<file path="src/rtl/flash_pkg.sv">
// Shared definitions for the NOR flash command sequencer: FSM states,
// command bytes, unlock addresses and the command-sequence lookup table.
package flash_pkg;

  typedef enum logic [2:0] {
    IDLE     = 3'd0,
    W_SETUP  = 3'd1,
    W_STROBE = 3'd2,
    W_HOLD   = 3'd3,
    R_STROBE = 3'd4,
    R_EVAL   = 3'd5,
    ABORT_W  = 3'd6,
    FINISH   = 3'd7
  } state_t;

  localparam logic [15:0] CMD_AA = 16'h00AA;
  localparam logic [15:0] CMD_55 = 16'h0055;
  localparam logic [15:0] CMD_A0 = 16'h00A0;
  localparam logic [15:0] CMD_80 = 16'h0080;
  localparam logic [15:0] CMD_30 = 16'h0030;
  localparam logic [15:0] CMD_F0 = 16'h00F0;

  localparam logic [17:0] UNLOCK_ADDR1 = 18'h00555;
  localparam logic [17:0] UNLOCK_ADDR2 = 18'h002AA;
  localparam logic [17:0] RESET_ADDR   = 18'h00000;

  localparam logic [15:0] ERASED_WORD = 16'hFFFF;

  typedef struct packed {
    logic [17:0] addr;
    logic [15:0] data;
  } bus_word_t;

  // One bus write of the program (4 steps) or sector-erase (6 steps) sequence.
  function automatic bus_word_t cmd_entry(input logic        erase,
                                          input logic [2:0]  step,
                                          input logic [17:0] addr,
                                          input logic [15:0] data);
    bus_word_t w;
    w.addr = UNLOCK_ADDR1;
    w.data = CMD_AA;
    if (erase) begin
      case (step)
        3'd0:    begin w.addr = UNLOCK_ADDR1; w.data = CMD_AA; end
        3'd1:    begin w.addr = UNLOCK_ADDR2; w.data = CMD_55; end
        3'd2:    begin w.addr = UNLOCK_ADDR1; w.data = CMD_80; end
        3'd3:    begin w.addr = UNLOCK_ADDR1; w.data = CMD_AA; end
        3'd4:    begin w.addr = UNLOCK_ADDR2; w.data = CMD_55; end
        default: begin w.addr = addr;         w.data = CMD_30; end
      endcase
    end else begin
      case (step)
        3'd0:    begin w.addr = UNLOCK_ADDR1; w.data = CMD_AA; end
        3'd1:    begin w.addr = UNLOCK_ADDR2; w.data = CMD_55; end
        3'd2:    begin w.addr = UNLOCK_ADDR1; w.data = CMD_A0; end
        default: begin w.addr = addr;         w.data = data;   end
      endcase
    end
    return w;
  endfunction

  function automatic logic [2:0] last_step(input logic erase);
    return erase ? 3'd5 : 3'd3;
  endfunction

endpackage

</file>
<file path="src/rtl/flash_bus_cycle.sv">
// Strobe timer for one flash bus cycle: holds WR_n or RD_n low for the
// configured number of clocks and flags the final low cycle.
module flash_bus_cycle #(
  parameter int WE_CYCLES = 2,
  parameter int RD_CYCLES = 3
) (
  input  logic clk,
  input  logic rst,
  input  logic start,
  input  logic is_read,
  output logic wr_strobe_n,
  output logic rd_strobe_n,
  output logic sample,
  output logic done
);

  localparam logic [3:0] WE_LAST = 4'(WE_CYCLES - 1);
  localparam logic [3:0] RD_LAST = 4'(RD_CYCLES - 1);

  logic       active;
  logic       reading;
  logic [3:0] cnt;

  assign done   = active && (cnt == 4'd0);
  assign sample = done && reading;

  // Strobes are flops so they cannot glitch low between bus cycles.
  always_ff @(posedge clk or posedge rst) begin
    if (rst) begin
      active      <= 1'b0;
      reading     <= 1'b0;
      cnt         <= 4'd0;
      wr_strobe_n <= 1'b1;
      rd_strobe_n <= 1'b1;
    end else if (start) begin
      active      <= 1'b1;
      reading     <= is_read;
      cnt         <= is_read ? RD_LAST : WE_LAST;
      wr_strobe_n <= is_read;
      rd_strobe_n <= !is_read;
    end else if (active) begin
      if (cnt == 4'd0) begin
        active      <= 1'b0;
        wr_strobe_n <= 1'b1;
        rd_strobe_n <= 1'b1;
      end else begin
        cnt <= cnt - 4'd1;
      end
    end
  end

endmodule

</file>
<file path="src/rtl/flash_cmd_sequencer.sv">
// Issues NOR flash word-program / sector-erase command sequences, polls the
// toggle bit for completion, verifies the result and aborts on poll timeout.
module flash_cmd_sequencer
  import flash_pkg::*;
#(
  parameter int          WE_CYCLES  = 2,
  parameter int          RD_CYCLES  = 3,
  parameter logic [19:0] POLL_LIMIT = 20'hFFFFF
) (
  input  logic        CLK,
  input  logic        RESET,
  input  logic        REQ_VALID,
  output logic        REQ_READY,
  input  logic        REQ_ERASE,
  input  logic [17:0] REQ_ADDR,
  input  logic [15:0] REQ_DATA,
  output logic        BUSY,
  output logic        DONE,
  output logic        ERROR,
  output logic [17:0] FLASH_ADDR,
  output logic [15:0] FLASH_DQ_OUT,
  output logic        FLASH_DQ_OE,
  input  logic [15:0] FLASH_DQ_IN,
  output logic        FLASH_WR_n,
  output logic        FLASH_RD_n
);

  state_t      state;
  state_t      state_nx;
  logic [2:0]  step;
  logic [19:0] poll_cnt;
  logic        aborting;

  logic        erase_q;
  logic [17:0] addr_q;
  logic [15:0] data_q;
  logic [15:0] sample_last;
  logic        prev_toggle;

  logic        accept;
  logic        bus_start;
  logic        bus_read;
  logic        bus_sample;
  logic        bus_done;
  logic        poll_done;
  logic        poll_timeout;
  logic        verify_bad;

  flash_bus_cycle #(
    .WE_CYCLES (WE_CYCLES),
    .RD_CYCLES (RD_CYCLES)
  ) u_bus (
    .clk         (CLK),
    .rst         (RESET),
    .start       (bus_start),
    .is_read     (bus_read),
    .wr_strobe_n (FLASH_WR_n),
    .rd_strobe_n (FLASH_RD_n),
    .sample      (bus_sample),
    .done        (bus_done)
  );

  assign accept       = (state == IDLE) && REQ_VALID && REQ_READY;
  // Toggle-bit rule: the device is finished once DQ6 stops toggling.
  assign poll_done    = (poll_cnt > 20'd1) && (sample_last[6] == prev_toggle);
  assign poll_timeout = (poll_cnt >= POLL_LIMIT);
  assign verify_bad   = sample_last != (erase_q ? ERASED_WORD : data_q);

  always_comb begin
    state_nx  = state;
    bus_start = 1'b0;
    bus_read  = 1'b0;
    case (state)
      IDLE:     if (accept) state_nx = W_SETUP;
      W_SETUP,
      ABORT_W: begin
        bus_start = 1'b1;
        state_nx  = W_STROBE;
      end
      W_STROBE: if (bus_done) state_nx = W_HOLD;
      W_HOLD: begin
        if (aborting) begin
          state_nx = FINISH;
        end else if (step == last_step(erase_q)) begin
          bus_start = 1'b1;
          bus_read  = 1'b1;
          state_nx  = R_STROBE;
        end else begin
          state_nx = W_SETUP;
        end
      end
      R_STROBE: if (bus_done) state_nx = R_EVAL;
      R_EVAL: begin
        if (poll_done) begin
          state_nx = FINISH;
        end else if (poll_timeout) begin
          state_nx = ABORT_W;
        end else begin
          bus_start = 1'b1;
          bus_read  = 1'b1;
          state_nx  = R_STROBE;
        end
      end
      FINISH:   state_nx = IDLE;
      default:  state_nx = IDLE;
    endcase
  end

  always_ff @(posedge CLK or posedge RESET) begin
    if (RESET) begin
      state        <= IDLE;
      step         <= 3'd0;
      poll_cnt     <= 20'd0;
      aborting     <= 1'b0;
      FLASH_ADDR   <= 18'd0;
      FLASH_DQ_OUT <= 16'd0;
      FLASH_DQ_OE  <= 1'b0;
      BUSY         <= 1'b0;
      REQ_READY    <= 1'b1;
      DONE         <= 1'b0;
      ERROR        <= 1'b0;
    end else begin
      state     <= state_nx;
      BUSY      <= (state_nx != IDLE);
      REQ_READY <= (state_nx == IDLE);
      DONE      <= (state_nx == FINISH);
      ERROR     <= (state_nx == FINISH) && (aborting || verify_bad);

      if (bus_sample) poll_cnt <= poll_cnt + 20'd1;

      case (state)
        IDLE: begin
          if (accept) begin
            step     <= 3'd0;
            poll_cnt <= 20'd0;
            aborting <= 1'b0;
            {FLASH_ADDR, FLASH_DQ_OUT} <= cmd_entry(REQ_ERASE, 3'd0, REQ_ADDR, REQ_DATA);
            FLASH_DQ_OE <= 1'b1;
          end
        end
        W_HOLD: begin
          if (!aborting) begin
            if (step == last_step(erase_q)) begin
              FLASH_ADDR   <= addr_q;
              FLASH_DQ_OUT <= 16'd0;
              FLASH_DQ_OE  <= 1'b0;
            end else begin
              step <= step + 3'd1;
              {FLASH_ADDR, FLASH_DQ_OUT} <= cmd_entry(erase_q, step + 3'd1, addr_q, data_q);
            end
          end
        end
        R_EVAL: begin
          if (!poll_done && poll_timeout) begin
            aborting     <= 1'b1;
            FLASH_ADDR   <= RESET_ADDR;
            FLASH_DQ_OUT <= CMD_F0;
            FLASH_DQ_OE  <= 1'b1;
          end
        end
        default: ;
      endcase

      // Release the bus as the command completes.
      if (state_nx == FINISH) begin
        FLASH_ADDR   <= 18'd0;
        FLASH_DQ_OUT <= 16'd0;
        FLASH_DQ_OE  <= 1'b0;
      end
    end
  end

  always_ff @(posedge CLK) begin
    if (accept) begin
      erase_q <= REQ_ERASE;
      addr_q  <= REQ_ADDR;
      data_q  <= REQ_DATA;
    end
    if (bus_sample) begin
      sample_last <= FLASH_DQ_IN;
      prev_toggle <= sample_last[6];
    end
  end

endmodule

</file>
<file path="config.mk">
export PLATFORM = sky130hd
export DESIGN_NAME = flash_cmd_sequencer
export DESIGN_NICKNAME = d
export VERILOG_FILES = /design/src/rtl/flash_pkg.sv /design/src/rtl/flash_bus_cycle.sv /design/src/rtl/flash_cmd_sequencer.sv
export SDC_FILE = /design/constraint.sdc
export NUM_CORES = 1
export LEC_CHECK = 0
export BUFFER_PORTS_ARGS = -buffer_cell sky130_fd_sc_hd__buf_2
export CAP_MARGIN = 20
export CORE_MARGIN = 2
export CORE_UTILIZATION = 57
export DETAILED_ROUTE_END_ITERATION = 10
export PLACE_DENSITY = 0.81
export SETUP_SLACK_MARGIN = 0.15
export SYNTH_ARGS = -nofsm -noshare
export SYNTH_HDL_FRONTEND = slang
export SYNTH_SLANG_ARGS = --single-unit
</file>
<file path="constraint.sdc">
create_clock -name CLK -period 5.75 [get_ports CLK]
set_input_delay 1.15 -clock CLK [delete_from_list [all_inputs] [get_ports CLK]]
set_output_delay 1.15 -clock CLK [all_outputs]
set_load 0.02 [all_outputs]
</file>
### Yosys cells after proc, flatten, opt, wreduce, memory -nomap -nowiden

Cells that the tools add are included.

| cells by class | value |
|---|---|
| equal/unequal tests | 24 |
| $add $sub $neg | 3 |
| reduce and logical (&&, ||, !) cells | 29 |
| magnitude comparators | 2 |
| multiplexer cells | 57 |

Operator list:

| kind | count |
|---|---|
| $pmux W34 S3 | 2 |
| $mux W16 | 6 |
| $mux W18 | 5 |
| $mux W20 | 3 |
| $pmux W18 S3 | 1 |
| $pmux W16 S3 | 1 |
| $mux W34 | 1 |
| $mux W3 | 9 |
| $pmux W3 S7 | 1 |
| $add A20 B1 Y20 const B | 1 |
| $ge A20 B20 Y1 const B | 1 |
| $gt A20 B1 Y1 const B | 1 |
| $eq A3 B3 Y1 const B | 6 |
| $mux W1 | 17 |
| $ne A16 B16 Y1 | 1 |
| $eq A3 B2 Y1 const B | 4 |
| $mux W4 | 3 |
| $ne A2 B2 Y1 const B | 5 |
| $logic_not A3 Y1 | 3 |
| $ne A3 B3 Y1 const B | 3 |
| $reduce_and A4 Y1 | 2 |
| $reduce_bool A2 Y1 | 4 |
| $logic_and A1 B1 Y1 | 7 |
| $eq A3 B1 Y1 const B | 2 |
| other kinds (18) | 26 |

| word-level totals | value |
|---|---|
| bits in registers | 126 |
| logic and storage cells | 136 |

### Depth between registers and ports, before layout

| depth | value |
|---|---|
| depth after elaboration | 9 |
| gate-level depth with buffers | 9 |
| depth with buffers taken out | 8 |

### Hierarchy

Synthesis repeated with hierarchy kept, for this count alone.

| unflattened totals | value |
|---|---|
| cell total of the unflattened synthesis | 499 |
| area, all modules | 5790.6 µm² |

Modules (own cells, without submodules):

| module | cells each | sequential area each (µm²) | area an instance (µm²) | instances |
|---|---|---|---|---|
| flash_cmd_sequencer | 460 | 3214.3 | 5382.7 | 1 |
| flash_bus_cycle | 39 | 202.7 | 407.9 | 1 |

### Least setup slack after synthesis

Ideal clock, no wire load.

| path | value |
|---|---|
| path type | input port to flip-flop |
| start | input port REQ_VALID |
| end | register addr_q[0] (enable) |
| data arrival time | 2.748 ns |
| path buffers | 1 |
| stages | 3 |
| library setup time | 0.413 ns |
| path slack | 2.589 ns |
| cells stage by stage | and4bb_2 -> nor2b_1 -> clkbuf_1 |

| on the way | value |
|---|---|
| cells in the longest elaborated chain, start to end | 2 |

RTL lines:

| element | line | source |
|---|---|---|
| from (decl) | flash_cmd_sequencer.sv:12 | `input logic REQ_VALID,` |
| $logic_and A1 B1 Y1 (2 in series) | flash_cmd_sequencer.sv:63 | `assign accept = (state == IDLE) && REQ_VALID && REQ_READY;` |
| via accept | flash_cmd_sequencer.sv:40 | `logic accept;` |
| to (signal assigned) | flash_cmd_sequencer.sv:176 | `addr_q <= REQ_ADDR;` |
| to (decl) | flash_cmd_sequencer.sv:35 | `logic [17:0] addr_q;` |

The timed path passes the listed nets, and every way through them passes these cells.
A chain may end at the register's enable or synchronous reset.

### Worst setup path after layout

| path | value |
|---|---|
| start | register erase_q |
| end | register FLASH_DQ_OUT[0] |

| on the way | value |
|---|---|
| cells in the longest elaborated chain, start to end | 8 |
| elaborated cells on any way between the ends | 16 |
| those cells by class | eq/ne (5); mux (9); reduce/logical (2) |

RTL lines:

| element | line | source |
|---|---|---|
| from (decl) | flash_cmd_sequencer.sv:34 | `logic erase_q;` |
| from (signal assigned) | flash_cmd_sequencer.sv:175 | `erase_q <= REQ_ERASE;` |
| $mux W3 | flash_pkg.sv:63 | `return erase ? 3'd5 : 3'd3;` |
| $eq A3 B3 Y1 | flash_cmd_sequencer.sv:84, flash_cmd_sequencer.sv:143 |  |
| $mux W3 | flash_cmd_sequencer.sv:84 | `end else if (step == last_step(erase_q)) begin` |
| $mux W3 | flash_cmd_sequencer.sv:82 | `if (aborting) begin` |
| $pmux W3 S7 | flash_cmd_sequencer.sv:73 | `case (state)` |
| $eq A3 B3 Y1 | flash_cmd_sequencer.sv:165 | `if (state_nx == FINISH) begin` |
| $ne A3 B3 Y1 (no source line) (tied with other cells) | -- |  |
| $reduce_and A4 Y1 (no source line) | -- |  |
| to (signal assigned) | flash_cmd_sequencer.sv:137 | `{FLASH_ADDR, FLASH_DQ_OUT} <= cmd_entry(REQ_ERASE, 3'd0, REQ_ADDR, REQ_DATA);` |
| to (signal assigned) | flash_cmd_sequencer.sv:149 | `{FLASH_ADDR, FLASH_DQ_OUT} <= cmd_entry(erase_q, step + 3'd1, addr_q, data_q);` |
| to (decl) | flash_cmd_sequencer.sv:21 | `output logic [15:0] FLASH_DQ_OUT,` |

Several ways; a longest one is shown, not always the timed one. The select of a mux whose other input is x is not followed.

==> run metrics <==
outcome complete, no violations; DP Area roughly 6500 µm²; Max Slew Vio Count 0; Post-DRT Antenna Nets 0; GPL Wtd Cong approximately 0.9; WP data arrival 3.25 ns; H-tree Lvls 4; post-synth top area share 0.301; Min-Delay Path Class register to register; first-pass GRT wire length 23000 µm; num rows 37; FMAX around 0.36 GHz; DRT Pass-1 Iters 5; clock root cell clkbuf_8; RSZ-0062 raised after global routing no; Pleak 0.00310 µW; slack of the critical path 2.97 ns; CP max FO 33; Post-Syn Area just under 6000 µm²; Finished Cell Area 7060 µm²; pre-CTS setup slack roughly 2.7 ns; Vias 4698; clock latency on the worst-skew pair 0.54 ns; Req. time, crit path 6.22 ns; vias in the first global route between 4000 and 5000; routed len/inst 17.7 µm; Port Buffers between 90 and 100; register area share after synthesis 0.578; CORE AREA around 10000 µm²; maximum vdd drop 0.000260 V; residual DRC count 0; final hold vios 0; number of antenna diodes 0; largest net degree at the start of global routing 75; Worst-Margin Slew 0.985 ns; Final Cycle Share 0.484; Main synth FF type dfrtp_1; Post-Route WL 13800 µm; CTS buffer count 17; Sink Count 126; DR iter-0 viols 374; FFs w/ async S/R, synth 0.587; die height ~110 µm; Filler cells ~800; Mapped Cells 538; Post-Route Utilization 0.693; dpl hpwl 9350 µm; Period minus WS final 2.78 ns; clock buffer depth 2; Critical Path End Type register; Die X 106 µm; CP startpoint kind register; Mean Syn Cell Area about 11 µm²; Final setup viols 0; top cell type by total area after synthesis dfrtp_1; die area ~11000 µm²; vias per cell 6.02; Clk pin slew, worst setup/hold paths 0.06 ns; Boundary Pins 95; # resized after CTS 0; TNS Setup 0 ns; fraction of layout cells with a size suffix above 1 0.228; CTS tree done; area growth from synthesis to layout 19.6%; CTS Hold Bufs 0; Synth area leaders dfrtp_1 (30%), edfxtp_1 (26%), o21ai_0 (3.6%); Synth Register Bits 126; critical path class register to register; Slew HR 0.343; post-CTS setup buffer count 0; Global Route Usage Sum 0.265; Synth warnings 0; Synthesized Nets between 600 and 700; worst hold margin between 0.4 and 0.5 ns; Starting Density 0.580; Net count, final slightly below 700; Yosys cell types 65; initial antenna violation count 0; MaxCap Viol Count 0; total grt overflow 0; count of flip-flops with a built-in enable after synthesis 52; PwrDens between 400 and 500 nW/µm²; Final Skew 0.00658 ns
## final timing paths
path / start / end / slack (ns) / cells past startpoint
min: addr_q[13] / FLASH_ADDR[13] / 0.47 / 1
min in group asynchronous: RESET / poll_cnt[15] / 0.90 / 3
max reg2reg: erase_q / FLASH_DQ_OUT[0] / 2.97 / 7
max in group asynchronous: RESET / FLASH_ADDR[13] / 4.28 / 3
min reg2reg: addr_q[13] / FLASH_ADDR[13] / 0.47 / 1
max: erase_q / FLASH_DQ_OUT[0] / 2.97 / 7
## cells by family (layout without fill, tap and decap cells)
kind of cell    after synthesis  in the layout  synth area share
buf+inv                      49            156            0.0330
xor+xnor                     27             27            0.0400
compound gates              150            150             0.170
fa+ha+maj                     9              9            0.0191
simple gates                175            175             0.155
flops                       126            126             0.578
mux                           2              2           0.00360
## cell type report
| class | count | area (µm²) | share of cell area |
|---|---|---|---|
| Timing Repair Buffer | 98 | 500 | 0.0709 |
| Multi-Input combinational cell | 363 | 2300 | 0.326 |
| Sequential cell | 126 | 3420 | 0.484 |
| Clock buffer | 17 | 414 | 0.0586 |
| Clock inverter | 15 | 160 | 0.0227 |
| Inverter | 26 | 97.6 | 0.0138 |
| Tap cell | 136 | 170 | 0.0241 |
## power by group
part           switching, µW  total (µW)  leakage [µW]  internal [µW]
logic                    680        1070       0.00139            389
registers                185        1350       0.00144           1170
clock network            421        1040      0.000270            622
total                   1290        3470       0.00310           2180
## registers in the layout, indices dropped and copies added, names as in the netlist, 3 cells and up
signal and count:
sample_last 16, data_q 16, poll_cnt 20, FLASH_DQ_OUT 16
addr_q 18, state 3, u_bus.cnt 4, step 3
FLASH_ADDR 18
## synth_stat cells (6+ instances only)
cell type / count
dfrtp_1: 71
xor2_1: 17
nor4_1: 13
o21ai_0: 42
nand4_1: 11
inv_1: 26
a21o_1: 8
clkbuf_1: 17
a22o_1: 11
nand2_1: 25
a21oi_1: 34
ha_1: 9
a2bb2oi_1: 6
and2_1: 7
nand3_1: 15
nor2_1: 52
xnor2_1: 10
nor3b_1: 7
edfxtp_1: 52
nor3_1: 17
a22oi_1: 10
## cells in the final DEF (no fill, tap or decap), types with 4 or more instances in the layout
cell	count
a22oi_1	10
clkinvlp_4	4
a21o_1	8
o21ai_0	42
a2111oi_0	5
nand3_1	15
nand2b_1	5
a311o_1	5
nor4_1	13
xnor2_1	10
inv_1	25
xor2_1	17
nor3_1	17
buf_2	94
ha_1	9
buf_4	4
nand4_1	11
clkbuf_16	16
nor2_1	52
a2bb2oi_1	6
a22o_1	11
nor3b_1	7
nand2_1	25
a21oi_1	34
and2_1	7
dfrtp_1	71
edfxtp_1	52
inv_6	6
## worst max-delay path, stage by stage, from the launching register on
cell and delay (ns):
edfxtp_1 0.36, buf_4 0.25, and3b_1 0.21, o21ai_2 0.57
nand2_1 0.45, a21oi_1 0.33, or3b_1 0.37, a21oi_1 0.15
## metal layers
layer	share of wire	vias to the layer above	GRT usage
li1	-	2189	-
met1	0.42	2284	0.355
met2	0.49	203	0.422
met3	0.072	22	0.0575
met4	0.018	0	0.111
met5	0	-	0
## metrics by stage
step	total power, µW	instances
after floorplan	2090	538
final	3470	781
after CTS	3460	781
after global routing	3650	781
after detailed placement	2410	749
after global placement	2360	749
Note: power is estimated with default switching activity, not from simulation.
